$ cat config.mk
export PLATFORM = sky130hd
export DESIGN_NAME = escaneo_teclado_flat
export DESIGN_NICKNAME = d
export VERILOG_FILES = /design/src/rtl/escaneo_teclado_if.sv /design/src/rtl/escaneo_teclado.sv /design/src/flat_wrapper.sv
export SDC_FILE = /design/constraint.sdc
export NUM_CORES = 1
export LEC_CHECK = 0
export BUFFER_PORTS_ARGS = -buffer_cell sky130_fd_sc_hd__clkbuf_2
export CAP_MARGIN = 40
export CORE_ASPECT_RATIO = 1.2
export CORE_MARGIN = 1.5
export CORE_UTILIZATION = 50
export DETAILED_ROUTE_END_ITERATION = 10
export PLACE_DENSITY_LB_ADDON = 0.1
export SLEW_MARGIN = 20
export SYNTH_ARGS = -nofsm -noshare
export SYNTH_HDL_FRONTEND = slang
export SYNTH_SLANG_ARGS = --single-unit
export TNS_END_PERCENT = 100
$ cat constraint.sdc
create_clock -name clk -period 2.95 [get_ports clk]
set_input_delay 0 -clock clk [delete_from_list [all_inputs] [get_ports clk]]
set_output_delay 0 -clock clk [all_outputs]
set_load 0.01 [all_outputs]
$ cat src/rtl/escaneo_teclado_if.sv
// Keypad-side signal bundle for escaneo_teclado: row sense in, column drive and
// decoded key position out.
interface escaneo_teclado_if;
  logic [3:0] filas;
  logic [3:0] columnas;
  logic [3:0] codigo;
  logic       key_detect;

  modport master (output filas, input columnas, input codigo, input key_detect);
  modport slave  (input filas, output columnas, output codigo, output key_detect);
endinterface

$ cat src/rtl/escaneo_teclado.sv
// 4x4 matrix keypad scanner with press/release debounce; reports {row,col} of each
// accepted press together with a one-cycle key_detect pulse.
module escaneo_teclado #(
  parameter int unsigned SCAN_DIV     = 1000,
  parameter int unsigned DEBOUNCE_CNT = 4
) (
  input logic               clk,
  input logic               rst_n,
  escaneo_teclado_if.slave  kp
);

  localparam int unsigned DIV_W = (SCAN_DIV > 1) ? $clog2(SCAN_DIV) : 1;
  localparam int unsigned DEB_W = $clog2(DEBOUNCE_CNT + 1);

  typedef enum logic [1:0] {SCAN, DEBOUNCE, PRESSED, RELEASE} state_t;

  state_t           state_q, state_d;
  logic [DIV_W-1:0] div_q, div_d;
  logic [DEB_W-1:0] deb_q, deb_d;
  logic [DEB_W-1:0] rel_q, rel_d;
  logic [3:0]       filas_m_q, filas_s_q;
  logic [1:0]       col_q, col_d;
  logic [1:0]       row_q, row_d;
  logic [3:0]       columnas_q, columnas_d;
  logic [3:0]       codigo_q, codigo_d;
  logic             key_detect_q, key_detect_d;

  logic             tick;
  logic             row_bit;
  logic [1:0]       row_sel;
  logic             row_found;
  logic [DEB_W-1:0] deb_inc, rel_inc;

  assign tick    = (div_q == DIV_W'(SCAN_DIV - 1));
  assign row_bit = filas_s_q[row_q];
  assign deb_inc = deb_q + DEB_W'(1);
  assign rel_inc = rel_q + DEB_W'(1);

  // Lowest-index active row wins when several rows are low in the same column.
  always_comb begin
    row_sel   = 2'd0;
    row_found = 1'b0;
    for (int unsigned i = 0; i < 4; i++) begin
      if (!row_found && !filas_s_q[i]) begin
        row_sel   = 2'(i);
        row_found = 1'b1;
      end
    end
  end

  always_comb begin
    state_d      = state_q;
    div_d        = tick ? '0 : div_q + DIV_W'(1);
    deb_d        = deb_q;
    rel_d        = rel_q;
    col_d        = col_q;
    row_d        = row_q;
    codigo_d     = codigo_q;
    key_detect_d = 1'b0;

    if (tick) begin
      unique case (state_q)
        SCAN: begin
          if (filas_s_q == 4'b1111) begin
            col_d = col_q + 2'd1;
          end else begin
            row_d   = row_sel;
            deb_d   = DEB_W'(1);
            state_d = DEBOUNCE;
          end
        end
        DEBOUNCE: begin
          if (!row_bit) begin
            deb_d = deb_inc;
            if (deb_inc == DEB_W'(DEBOUNCE_CNT)) begin
              state_d      = PRESSED;
              codigo_d     = {row_q, col_q};
              key_detect_d = 1'b1;
            end
          end else begin
            deb_d   = '0;
            state_d = SCAN;
            col_d   = col_q + 2'd1;
          end
        end
        PRESSED: begin
          if (row_bit) begin
            rel_d   = DEB_W'(1);
            state_d = RELEASE;
          end
        end
        RELEASE: begin
          if (row_bit) begin
            rel_d = rel_inc;
            if (rel_inc == DEB_W'(DEBOUNCE_CNT)) begin
              rel_d   = '0;
              deb_d   = '0;
              state_d = SCAN;
              col_d   = col_q + 2'd1;
            end
          end else begin
            // Release bounce: back to held without a new pulse.
            rel_d   = '0;
            state_d = PRESSED;
          end
        end
        default: state_d = SCAN;
      endcase
    end

    columnas_d        = '1;
    columnas_d[col_d] = 1'b0;
  end

  always_ff @(posedge clk) begin
    if (!rst_n) begin
      state_q      <= SCAN;
      div_q        <= '0;
      deb_q        <= '0;
      rel_q        <= '0;
      filas_m_q    <= '1;
      filas_s_q    <= '1;
      col_q        <= 2'd0;
      row_q        <= 2'd0;
      columnas_q   <= 4'b1110;
      codigo_q     <= '0;
      key_detect_q <= 1'b0;
    end else begin
      state_q      <= state_d;
      div_q        <= div_d;
      deb_q        <= deb_d;
      rel_q        <= rel_d;
      filas_m_q    <= kp.filas;
      filas_s_q    <= filas_m_q;
      col_q        <= col_d;
      row_q        <= row_d;
      columnas_q   <= columnas_d;
      codigo_q     <= codigo_d;
      key_detect_q <= key_detect_d;
    end
  end

  assign kp.columnas   = columnas_q;
  assign kp.codigo     = codigo_q;
  assign kp.key_detect = key_detect_q;

endmodule

$ cat src/flat_wrapper.sv
// flat-port wrapper written by rule: the top's interface ports become plain ports
module escaneo_teclado_flat 
#(
  parameter int unsigned SCAN_DIV     = 1000,
  parameter int unsigned DEBOUNCE_CNT = 4
)
  (clk, rst_n, kp_filas, kp_columnas, kp_codigo, kp_key_detect);
  escaneo_teclado_if kp_i ();
  input logic clk;
  input logic rst_n;
  input wire logic [$bits(kp_i.filas)-1:0] kp_filas;
  output wire logic [$bits(kp_i.columnas)-1:0] kp_columnas;
  output wire logic [$bits(kp_i.codigo)-1:0] kp_codigo;
  output wire logic [$bits(kp_i.key_detect)-1:0] kp_key_detect;
  assign kp_i.filas = kp_filas;
  assign kp_columnas = kp_i.columnas;
  assign kp_codigo = kp_i.codigo;
  assign kp_key_detect = kp_i.key_detect;
  escaneo_teclado #(.SCAN_DIV(SCAN_DIV), .DEBOUNCE_CNT(DEBOUNCE_CNT)) u_core (.clk(clk), .rst_n(rst_n), .kp(kp_i));
endmodule
== Word-level counts from Yosys, hierarchy flattened ==
Index checks and enable logic that the tools add are counted.

* Add/sub/neg operators: 4
* Multiply operators: 0
* Divide/modulo/power cells: 0
* Magnitude comparators: 3
* Equal/unequal tests: 13
* Shift operators: 0
* Muxes and demuxes: 33
* Bitwise logic cells: 6
* Reductions and logical operators: 19

{| class="wikitable"
|+ Operators with widths
! operator !! count
|-
| 2-to-1 mux 2 bit || 13
|-
| 2-to-1 mux 3 bit || 7
|-
| adder 10 x 1 -> 10 bit (second input constant) || 1
|-
| equality test 10 bit (second input constant) || 1
|-
| AND reduction 5 bit || 2
|-
| one-hot mux 3 bit (3 select lines) || 1
|-
| one-hot mux 2 bit (4 select lines) || 1
|-
| 2-to-1 mux 1 bit || 7
|-
| adder 3 x 1 -> 3 bit (second input constant) || 2
|-
| equality test 3 bit (second input constant) || 2
|-
| less-than comparator 2 x 3 -> 1 bit (second input constant) || 2
|-
| != test 2 x 1 -> 1 bit (second input constant) || 3
|-
| one-hot mux 2 bit (3 select lines) || 1
|-
| one-hot mux 3 bit (2 select lines) || 1
|-
| AND reduction 3 bit || 2
|-
| logical NOT 1 bit || 5
|-
| inverter 1 bit || 5
|-
| equality test 2 bit (second input constant) || 2
|-
| equality test 4 bit (second input constant) || 1
|-
| logical AND 1 bit || 4
|-
| inverter 4 bit || 1
|-
| AND reduction 4 bit || 1
|-
| OR reduction 4 bit || 1
|-
| != test 3 x 1 -> 1 bit (second input constant) || 1
|-
| other kinds (11) || 11
|}

* Flip-flop bits (word level): 39
* Latch bits: 0
* Bits in writable memories: 0
* Memory bits (read-only): 0
* Input port bits: 6
* Output and inout bits: 9
* Logic and storage cells: 89
* Memories kept: 0

== Logic depth before layout (Yosys ltp) ==
Gate-level depths: netlist of run 1.

* Word-level depth: 11
* Mapped depth: 6
* Depth with buffers taken out: 5

== Least setup slack after synthesis of run 1 ==
Ideal clock, no wire load.

* Kind: reg2reg
* Start point: reg u_core.row_q[0]
* End point: reg u_core.state_q[0]
* Arrival: 1658 ps
* Required time: 2864 ps
* Setup slack: 1206 ps
* Stages on the path, launching flop included: 6
* Buffers on the path: 1
* Period minus slack after synthesis: 1744 ps
* Path through: dfxtp_1 -> mux4_2 -> buf_6 -> or2_1 -> a31o_1 -> a211oi_1

* Longest elaborated chain between the ends: 4
* Elaborated cells on any way between the ends: 9
* Those cells by class: eq/ne: 3; mux: 5; reduce/logical: 1

{| class="wikitable"
|+ RTL lines
! what !! RTL line !! RTL
|-
| start, declared || escaneo_teclado.sv:23 || <nowiki>logic [1:0] row_q, row_d;</nowiki>
|-
| start signal, assigned || escaneo_teclado.sv:136 || <nowiki>row_q <= row_d;</nowiki>
|-
| binary-select mux 1 bit (select 2 bit) (*) || escaneo_teclado.sv:35 || <nowiki>assign row_bit = filas_s_q[row_q];</nowiki>
|-
| 2-to-1 mux 1 bit (not written as such) (*) || escaneo_teclado.sv:35 ||
|-
| != test 3 bit (no line), or another cell as far along || n/a ||
|-
| AND reduction 5 bit (no line) or one-hot mux 2 bit (4 select lines) (tied branches) || n/a ||
|-
| end signal, assigned || escaneo_teclado.sv:129 || <nowiki>state_q <= state_d;</nowiki>
|-
| end, declared || escaneo_teclado.sv:17 || <nowiki>state_t state_q, state_d;</nowiki>
|}

Mark *: on every way between the ends. The rest lies on a longest branch, timed or not. The select of a mux whose other input is x is not followed.
A chain may end at the register's enable or synchronous reset.

== Worst setup path after layout of run 1 ==
* Start point: reg u_core.state_q[0]
* End point: reg u_core.columnas_q[2], in the netlist u_core.kp.columnas[2]

* Longest elaborated chain between the ends: 8
* Elaborated cells on any way between the ends: 11
* Those cells by class: order compare: 2; eq/ne: 2; mux: 4; bitwise: 1; reduce/logical: 2

{| class="wikitable"
|+ RTL lines
! what !! RTL line !! RTL
|-
| equality test 2 bit, or another cell as far along || escaneo_teclado.sv:62 || <nowiki>unique case (state_q)</nowiki>
|-
| one-hot mux 2 bit (3 select lines) (*) || escaneo_teclado.sv:62 ||
|-
| 2-to-1 mux 2 bit (*) || escaneo_teclado.sv:61 || <nowiki>if (tick) begin</nowiki>
|-
| less-than comparator 2 x 3 -> 1 bit (not written as such) or >= comparator 2 x 1 -> 1 bit (tied branches) || escaneo_teclado.sv:112 || <nowiki>columnas_d[col_d] = 1'b0;</nowiki>
|-
| logical AND 1 bit (not written as such) || escaneo_teclado.sv:112 ||
|-
| 2-to-1 mux 1 bit (not written as such) || escaneo_teclado.sv:112 ||
|-
| demux 1 bit (select 2 bit) (*) || n/a ||
|-
| inverter 4 bit (no line) (*) || n/a ||
|-
| end signal, assigned || escaneo_teclado.sv:137 || <nowiki>columnas_q <= columnas_d;</nowiki>
|-
| end, declared || escaneo_teclado.sv:24 || <nowiki>logic [3:0] columnas_q, columnas_d;</nowiki>
|}

Mark *: on every way between the ends. The rest lies on a longest branch, timed or not.

==> metrics list, run 1 <==
- The flow ran to the end, and the final reports show no timing, DRC or antenna violations.
* Reported max-cap violation count: 0
- Once detailed placement completed, the half-perimeter wirelength came to between 2000 and 2500 um.
- Data required time of the worst path: 3180 ps
- Of all nets on the critical path, the largest fanout is 14.
* Power density of the placed cells: slightly below 500 nW/um^2
- Clock tree from TritonCTS: done
- Share of the core filled with cells in the final layout: between 50% and 60%
* Synthesized netlist cell count: slightly below 200
- Summed over all failing endpoints, the final setup total negative slack is 0 ps.
- Register clock-pin slew on the reported worst setup and hold paths: about 80 ps
* Core region area: between 3000 and 4000 sq um
- Summing every instance area after synthesis gives 1770 sq um.
- Total Die Area: between 3000 and 4000 sq um
* Number of global-route vias before repair: 1319
* Chip Width: around 57 um
* Setup Crit Path Kind: reg -> reg
- Number of placed instances with taps included: 237
- Counting instances, the worst hold path has a depth of 2.
* Number of endpoints failing setup at the final stage: 0
- The min-delay analysis places its worst path in the category in -> reg.
- The endpoint identified for the worst register-to-register timing path is u_core.kp.columnas[2].
* R2R cell count: 4
- Floorplan row count: 23
- The clock passes through at most 2 buffers.
- Syn avg cell area: 9.126 sq um
* Port Buffer Count: 14
- Worst setup slack for register-to-register paths: 930 ps
* First-pass GRT wire length: between 5000 and 6000 um
* Arrival time reported for the critical path endpoint: approximately 2300 ps
* Clock skew after layout: 5.839 ps
* TritonCTS Buffers: 5
- RSZ-0062 raised after global routing: false
* Clock net sink count: 39
* Largest vdd supply drop: ~0.00036 V
* Post-detailed-route wirelength per cell: 13.89 um
* Area Overhead vs Synth: 11.94%
- Once detail routing completed, the nets flagged for antenna violations numbered 0.
- Via count normalized by instance count: 5.791
- Initial Utilization: between 50% and 60%
- Flip-flop and latch count after synthesis: 39
* Relative slew slack: 67.66%
- The root buffer cell chosen for the clock tree is sky130_fd_sc_hd__clkbuf_8.
- Yosys printed 0 warnings.
* Post-CTS Resized: 0
- I/O pin total: 15
- Sum of overflow across all layers after global routing: 0
- Number of filler instances in the final layout: just over 300
* Vertical extent of the die: just under 70 um
- Post-CTS Hold Buffers: 4
- Excluding fillers, the count of instances in the completed layout stands at between 200 and 250.
* Wire length after detailed routing: about 3500 um
- The worst setup path is launched from a flop.
- Final cycle utilization of the critical path: about two thirds
- Timing would allow up to roughly 500 MHz.
- Residual DRC count: 0
- The first TritonRoute pass finished after 4 iterations.
- The first routing iteration left a little under 60 violations.
- At the pin with the least slew margin, the transition time is just under 500 ps.
* Clock latency reported for the late side of the worst-skew pair: around 300 ps
* Number of diodes added for antenna fixing: 0
- Counting every net in the synthesized netlist gives 205.
- Leakage dissipation: 0.0007192 uW
- Capturing element type of the critical path: flop
- H-tree lvl count: 2
- Setup repair bufs after CTS: 0
* Initial antenna violation count: 0
- The most used flip-flop cell after synthesis is sky130_fd_sc_hd__dfxtp_1.
- Distinct cell type count after synthesis: 41
- In this run, synthesis inferred 0 flip-flops with an integrated enable.
- Worst flop-to-flop path startpoint: u_core.state_q[0]
- The count of pins over their slew limit came to 0.
- Post-synthesis sequential area ratio: around 44%
- Largest net degree at the start of global routing: 26
- In the global route stage, overall resource usage came out at 19.71%.
- At the end of routability-driven placement, the weighted congestion stood at around 0.8.
- In the final layout, the share of cells above drive strength 1 is between 10% and 20%.
- Final #Nets: around 220
- Hold Fails Final Rpt: 0
- For the finished layout, the period the worst path requires is approximately 2000 ps.
* Hold Crit Endpoint: u_core.filas_s_q[2]
* Proportion of register bits with asynchronous set or reset after synthesis: 0%
* Startpoint of the lowest-slack hold path: rst_n
- Across all layers, the routed design uses between 1000 and 1500 vias.
-- cells in the mapped netlist, types with 2 or more instances --
| master | instances | share of area, % |
|---|---|---|
| sky130_fd_sc_hd__nor3_1 | 6 | 1.7 |
| sky130_fd_sc_hd__a311oi_1 | 3 | 1.5 |
| sky130_fd_sc_hd__mux2i_1 | 8 | 4.5 |
| sky130_fd_sc_hd__a21oi_1 | 8 | 2.3 |
| sky130_fd_sc_hd__nand4_1 | 6 | 2.1 |
| sky130_fd_sc_hd__clkbuf_1 | 7 | 1.5 |
| sky130_fd_sc_hd__nor2b_1 | 2 | 0.71 |
| sky130_fd_sc_hd__ha_1 | 5 | 3.5 |
| sky130_fd_sc_hd__o21ai_0 | 7 | 2.0 |
| sky130_fd_sc_hd__nand4b_1 | 2 | 0.99 |
| sky130_fd_sc_hd__o211ai_1 | 3 | 1.3 |
| sky130_fd_sc_hd__and4_1 | 4 | 2.0 |
| sky130_fd_sc_hd__inv_1 | 8 | 1.7 |
| sky130_fd_sc_hd__nand3_1 | 11 | 3.1 |
| sky130_fd_sc_hd__a31oi_1 | 2 | 0.71 |
| sky130_fd_sc_hd__xor2_1 | 3 | 1.5 |
| sky130_fd_sc_hd__xnor2_1 | 6 | 3.0 |
| sky130_fd_sc_hd__nand2_1 | 15 | 3.2 |
| sky130_fd_sc_hd__nor2_1 | 16 | 3.4 |
| sky130_fd_sc_hd__and3_1 | 3 | 1.1 |
| sky130_fd_sc_hd__nand2b_1 | 10 | 3.5 |
| sky130_fd_sc_hd__a211oi_1 | 2 | 0.85 |
| sky130_fd_sc_hd__dfxtp_1 | 39 | 44 |
-- kinds of logic after synthesis --
family                   count (synthesis)  share of synthesized area [%]
AO/OA/AOI/OAI                           32                          12.16
XOR/XNOR                                 9                          4.453
adder cells (fa/ha/maj)                  5                          3.534
buffers and inverters                   16                          3.817
flip-flops                              39                          44.10
multiplexers                            10                          6.431
AND/OR/NAND/NOR                         83                          25.51
-- final cells by class --
cell class,instances,area (sq um),area share (%)
multi-input cells,139,922.1,46.53
flip-flops and latches,39,780.7,39.39
repair buffers,18,110.1,5.556
clock buffers,5,68.82,3.472
well taps,37,46.29,2.336
inverters,8,30.03,1.515
clock inverters,3,23.77,1.199
-- flip-flops by register name (all words and copies together) (netlist names), named ones only --
signal / count
u_core.col_q: 2
u_core.div_q: 10
u_core.row_q: 2
u_core.kp.codigo: 4
u_core.kp.key_detect: 1
u_core.filas_m_q: 4
u_core.kp.columnas: 4
u_core.filas_s_q: 4
u_core.deb_q: 3
u_core.state_q: 1
u_core.rel_q: 3
-- stage by stage --
stage	hold slack [ps]	cell area [sq um]	power [uW]	setup slack (ps)
4_1_cts	197.8	1982	960.5	933.9
3_3_place_gp	179.2	1849	589.2	1044
2_1_floorplan	101.5	1770	580.8	1206
3_5_place_dp	187.3	1849	590.8	965.2
6_report	187.3	1982	952.5	931.5
5_1_grt	228.3	1982	988.2	708.5
-- per-layer routing --
layer  track usage [%]  vias to the layer above  share of wire (%)  routed length (um)
met2             35.20                       24                 52                1800
li1                  -                      730                  -                   -
met5                 0                        -                  0                   0
met3             5.671                        6                3.5                 120
met1             22.40                      682                 43                1488
met4             7.267                        0                1.4                  49
-- how the worst max path moves through the flow --
| stage | start | endpoint | slack (ps) | cells after the start |
|---|---|---|---|---|
| final | u_core.state_q[0] | u_core.kp.columnas[2] | 930 | 4 |
| after global routing | u_core.state_q[0] | u_core.kp.columnas[2] | 710 | 4 |
| after CTS | u_core.state_q[0] | u_core.kp.columnas[2] | 930 | 4 |
| after detailed placement | u_core.state_q[0] | u_core.kp.columnas[2] | 970 | 4 |
| after global placement | u_core.state_q[0] | u_core.kp.columnas[1] | 1040 | 4 |
| after floorplan | u_core.row_q[0] | u_core.state_q[0] | 1210 | 5 |
-- worst max-delay path: stages (launching register included) --
cell and delay, ps:
sky130_fd_sc_hd__dfxtp_1 570, sky130_fd_sc_hd__nor2b_1 420, sky130_fd_sc_hd__o2111ai_1 280, sky130_fd_sc_hd__a31oi_1 440, sky130_fd_sc_hd__mux2i_1 240
-- where the power goes --
group | internal [uW] | switching, uW
logic | 18.1 | 23.7
registers | 534 | 6.15
clock network | 169 | 201
total | 721 | 231
-- placed cells by master, fill, tap and decap left out, types with 2 or more instances in the layout --
cell                            netlist  final
sky130_fd_sc_hd__dfxtp_1             39     39
sky130_fd_sc_hd__a31oi_1              2      2
sky130_fd_sc_hd__ha_1                 5      5
sky130_fd_sc_hd__nand3_1             11     11
sky130_fd_sc_hd__o211ai_1             3      3
sky130_fd_sc_hd__o21ai_0              7      7
sky130_fd_sc_hd__and3_1               3      3
sky130_fd_sc_hd__mux2i_1              8      8
sky130_fd_sc_hd__xnor2_1              6      6
sky130_fd_sc_hd__a211oi_1             2      2
sky130_fd_sc_hd__a21oi_1              8      8
sky130_fd_sc_hd__clkbuf_2             0     14
sky130_fd_sc_hd__dlygate4sd3_1        0      4
sky130_fd_sc_hd__clkbuf_8             0      5
sky130_fd_sc_hd__and4_1               4      4
sky130_fd_sc_hd__inv_1                8      8
sky130_fd_sc_hd__nor2_1              16     16
sky130_fd_sc_hd__nand4b_1             2      2
sky130_fd_sc_hd__xor2_1               3      3
sky130_fd_sc_hd__nand2b_1            10     10
sky130_fd_sc_hd__clkinvlp_4           0      2
sky130_fd_sc_hd__nand4_1              6      6
sky130_fd_sc_hd__nand2_1             15     15
sky130_fd_sc_hd__a311oi_1             3      3
sky130_fd_sc_hd__nor2b_1              2      2
sky130_fd_sc_hd__nor3_1               6      6
No activity file was read; power rests on OpenSTA's default activity.
==> run 2, diff against run 1 <==
==> constraint.sdc (replaced) <==
create_clock -name clk -period 1.9 [get_ports clk]
set_input_delay 0 -clock clk [delete_from_list [all_inputs] [get_ports clk]]
set_output_delay 0 -clock clk [all_outputs]
set_load 0.01 [all_outputs]
==> run 2 against run 1 <==
  * Sequential power up 55%
  * Critical path depth unchanged
  * Clock power up 53%
  * Worst setup slack worse by 810 ps
  * Via count up 5.6%
  * Utilization up 4.3 points
  * Die area unchanged
  * Global-route usage up 0.99 points
  * Total power up 56%
  * First-iteration DRC count up 8.6%
  * Highest routed layer unchanged
  * Clock skew down 3.5 ps
  * Combinational power up 89%
==> metrics list, run 2 (synthesis results as in run 1) <==
* Run status: finished clean
- The via count of the first global-routing pass is between 1000 and 1500.
- For the worst setup path, the data required time is around 2100 ps.
* Clock skew after layout: about 2.3 ps
* Top routing layer in use: met4
- Sort of element at the start of the critical path: flop
* Antenna violation net count after detailed routing: 0
- STA classifies the critical path endpoint as a flop.
* Sum of overflow across all layers after global routing: 0
* Reg power frac: ~56%
* Leakage dissipation: slightly below 0.0008 uW
- Post-layout min period: roughly 1800 ps
- In this run the most critical hold path is launched from rst_n.
* Number of detailed-routing iterations run before antenna repair: 4
* Initial antenna violation count: 0
* Initial Utilization: between 50% and 60%
- Of the total power, the share spent switching nets is approximately 24%.
- Number of endpoints failing setup at the final stage: 0
- The register with the most flip-flops in the layout has 10 of them.
- Summed over all nets, wire length on met2 after detailed routing comes to around 1900 um.
- Worst hold slack: roughly 100 ps
* Cell depth of the worst min-delay path: 3
- Startpoint of the most critical setup path: u_core.row_q[0]
- Number of filler instances in the final layout: between 200 and 300
- Number of diodes added for antenna fixing: 0
* Hold Fails Final Rpt: 0
* Post-DP Area: around 1900 sq um
- Cells with a size suffix above 1 make up between 10% and 20% of the layout.
- Floorplan row count: 23
- The clock network burns a little under two fifths of the power.
- Arrival time reported for the critical path endpoint: between 1500 and 2000 ps
- Total length of routed met3 wires: 185 um
* Aggregate negative setup slack: 0 ps
- After detailed routing, the number of vias per cell comes to 5.791.
- Along the worst path, the maximum fanout reaches 5.
* Placement-stage worst setup slack: about 5.3 ps
- For this design the top-level I/O count stands at 15.
* Clock tree buffer depth: 2
- Share of total power in combinational logic: 5.3%
- The congestion estimate from routability-driven global placement came to 0.8661.
* DRT iter0 DRCs: 63
* Commonest cells after routing, fill and taps aside: sky130_fd_sc_hd__dfxtp_1 (38), sky130_fd_sc_hd__nor2_1 (16), sky130_fd_sc_hd__nand2_1 (15), sky130_fd_sc_hd__clkbuf_2 (14), sky130_fd_sc_hd__buf_4 (13)
- Core region area: approximately 3400 sq um
- Wire length after detailed routing: 3804 um
* Slew at the pin with the worst max-slew slack: about 410 ps
* Layout Cell Area excl Fill: roughly 2100 sq um
* Setup Crit Path Kind: reg -> reg
- The worst-case IR drop observed on VDD is between 0.0005 and 0.0006 V.
- Summed over all nets, the switching power comes to ~360 uW.
* Estimated wirelength of the detail-placed design: 2634 um
- The floorplan step set the die width to 57.32 um.
- Gr usage total: approximately 21%
- First-pass GRT wire length: 6092 um
* Power Internal: ~1100 uW
- Area Overhead vs Synth: 20.21%
- TritonCTS built the clock tree.
- For this run, the post-layout net count is approximately 240.
- H-tree lvl count: 2
- Relative slew slack: between 70% and 80%
- Residual DRC count: 0
- The clock drives 39 sinks.
- The tool flagged a number of max-cap violations equal to 0.
* Port Buffer Count: 14
- Derived from the worst setup path, the maximum achievable clock frequency is around 560 MHz.
- Buffer cell driving the clock tree root: sky130_fd_sc_hd__clkbuf_8
- At the later pin of the worst-skew pair, clock insertion delay measures just under 300 ps.
- The final critical path takes up approximately 93% of the cycle.
* Setup WS post-layout: 124.4 ps
- Worst Hold Class: in -> reg
* Register containing the most flip-flops in the final layout: u_core.div_q
- Post-detailed-route wirelength per cell: around 14 um
- Via count: between 1500 and 2000
* Register clock-pin slew on the reported worst setup and hold paths: ~80 ps
- Leading cell type in the layout, fill and taps excluded: sky130_fd_sc_hd__dfxtp_1
* Largest net degree at the start of global routing: 15
* TritonCTS Buffers: 5
- Vertical extent of the die: about 68 um
- R2R cell count: 4
* Power density of the placed cells: 697.9 nW/um^2
- Total Die Area: around 3900 sq um
- For this block, wires on met1 add up to about 1600 um.
* Worst flop-to-flop path startpoint: u_core.row_q[0]
- Final slew viol count: 0
[run 2: final cells by class]
| cell class | instances | area, sq um | share of cell area [%] |
|---|---|---|---|
| multi-input cells | 140 | 969.7 | 45.56 |
| flip-flops and latches | 39 | 782.0 | 36.74 |
| repair buffers | 31 | 207.7 | 9.759 |
| clock buffers | 5 | 68.82 | 3.233 |
| well taps | 37 | 46.29 | 2.175 |
| inverters | 8 | 30.03 | 1.411 |
| clock inverters | 3 | 23.77 | 1.117 |
[run 2: worst max-delay path, cell delays in order, from the launching register on]
cell and delay [ps]:
sky130_fd_sc_hd__dfxtp_2 380, sky130_fd_sc_hd__mux4_2 580, sky130_fd_sc_hd__or2_1 240, sky130_fd_sc_hd__a31o_1 220, sky130_fd_sc_hd__a211oi_1 260
[run 2: worst paths after layout]
kind                            slack, ps                  end
worst max-delay path                  120    u_core.state_q[0]
worst min-delay path                  100      u_core.deb_q[2]
worst max register to register        120    u_core.state_q[0]
worst min register to register        410  u_core.filas_s_q[0]
[run 2: per-stage QoR]
step	instances	power [uW]	utilization, %
2_1_floorplan	194	901.7	-
3_3_place_gp	247	921.8	57.15
3_5_place_dp	247	925.4	57.15
4_1_cts	259	1496	61.09
5_1_grt	263	1548	63.21
6_report	263	1485	63.21
[run 2: power groups by stage]
| stage | logic (uW) | clock network (uW) | registers, uW |
|---|---|---|---|
| after floorplan | 45.5 | 0 | 856 |
| after global placement | 64.8 | 0 | 857 |
| after detailed placement | 67.5 | 0 | 858 |
| after CTS | 73.9 | 583 | 838 |
| after global routing | 88.6 | 618 | 842 |
| final | 79.0 | 567 | 840 |
[run 2: repair_timing]
action / CTS / global route
endpoints found under the setup margin: 2 / 10
hold buffers: 4 / 0
setup buffers: 0 / 3
resized for setup: 0 / 4
pin swaps: 1 / 1
gates cloned: 0 / 1
endpoints found under the hold margin: 4 / 0
[run 2: metal layers]
layer  GRT usage, %  up-vias
met5              0        -
met2          34.91       41
met3          5.671        7
li1               -      762
met4          11.92        0
met1          23.67      713
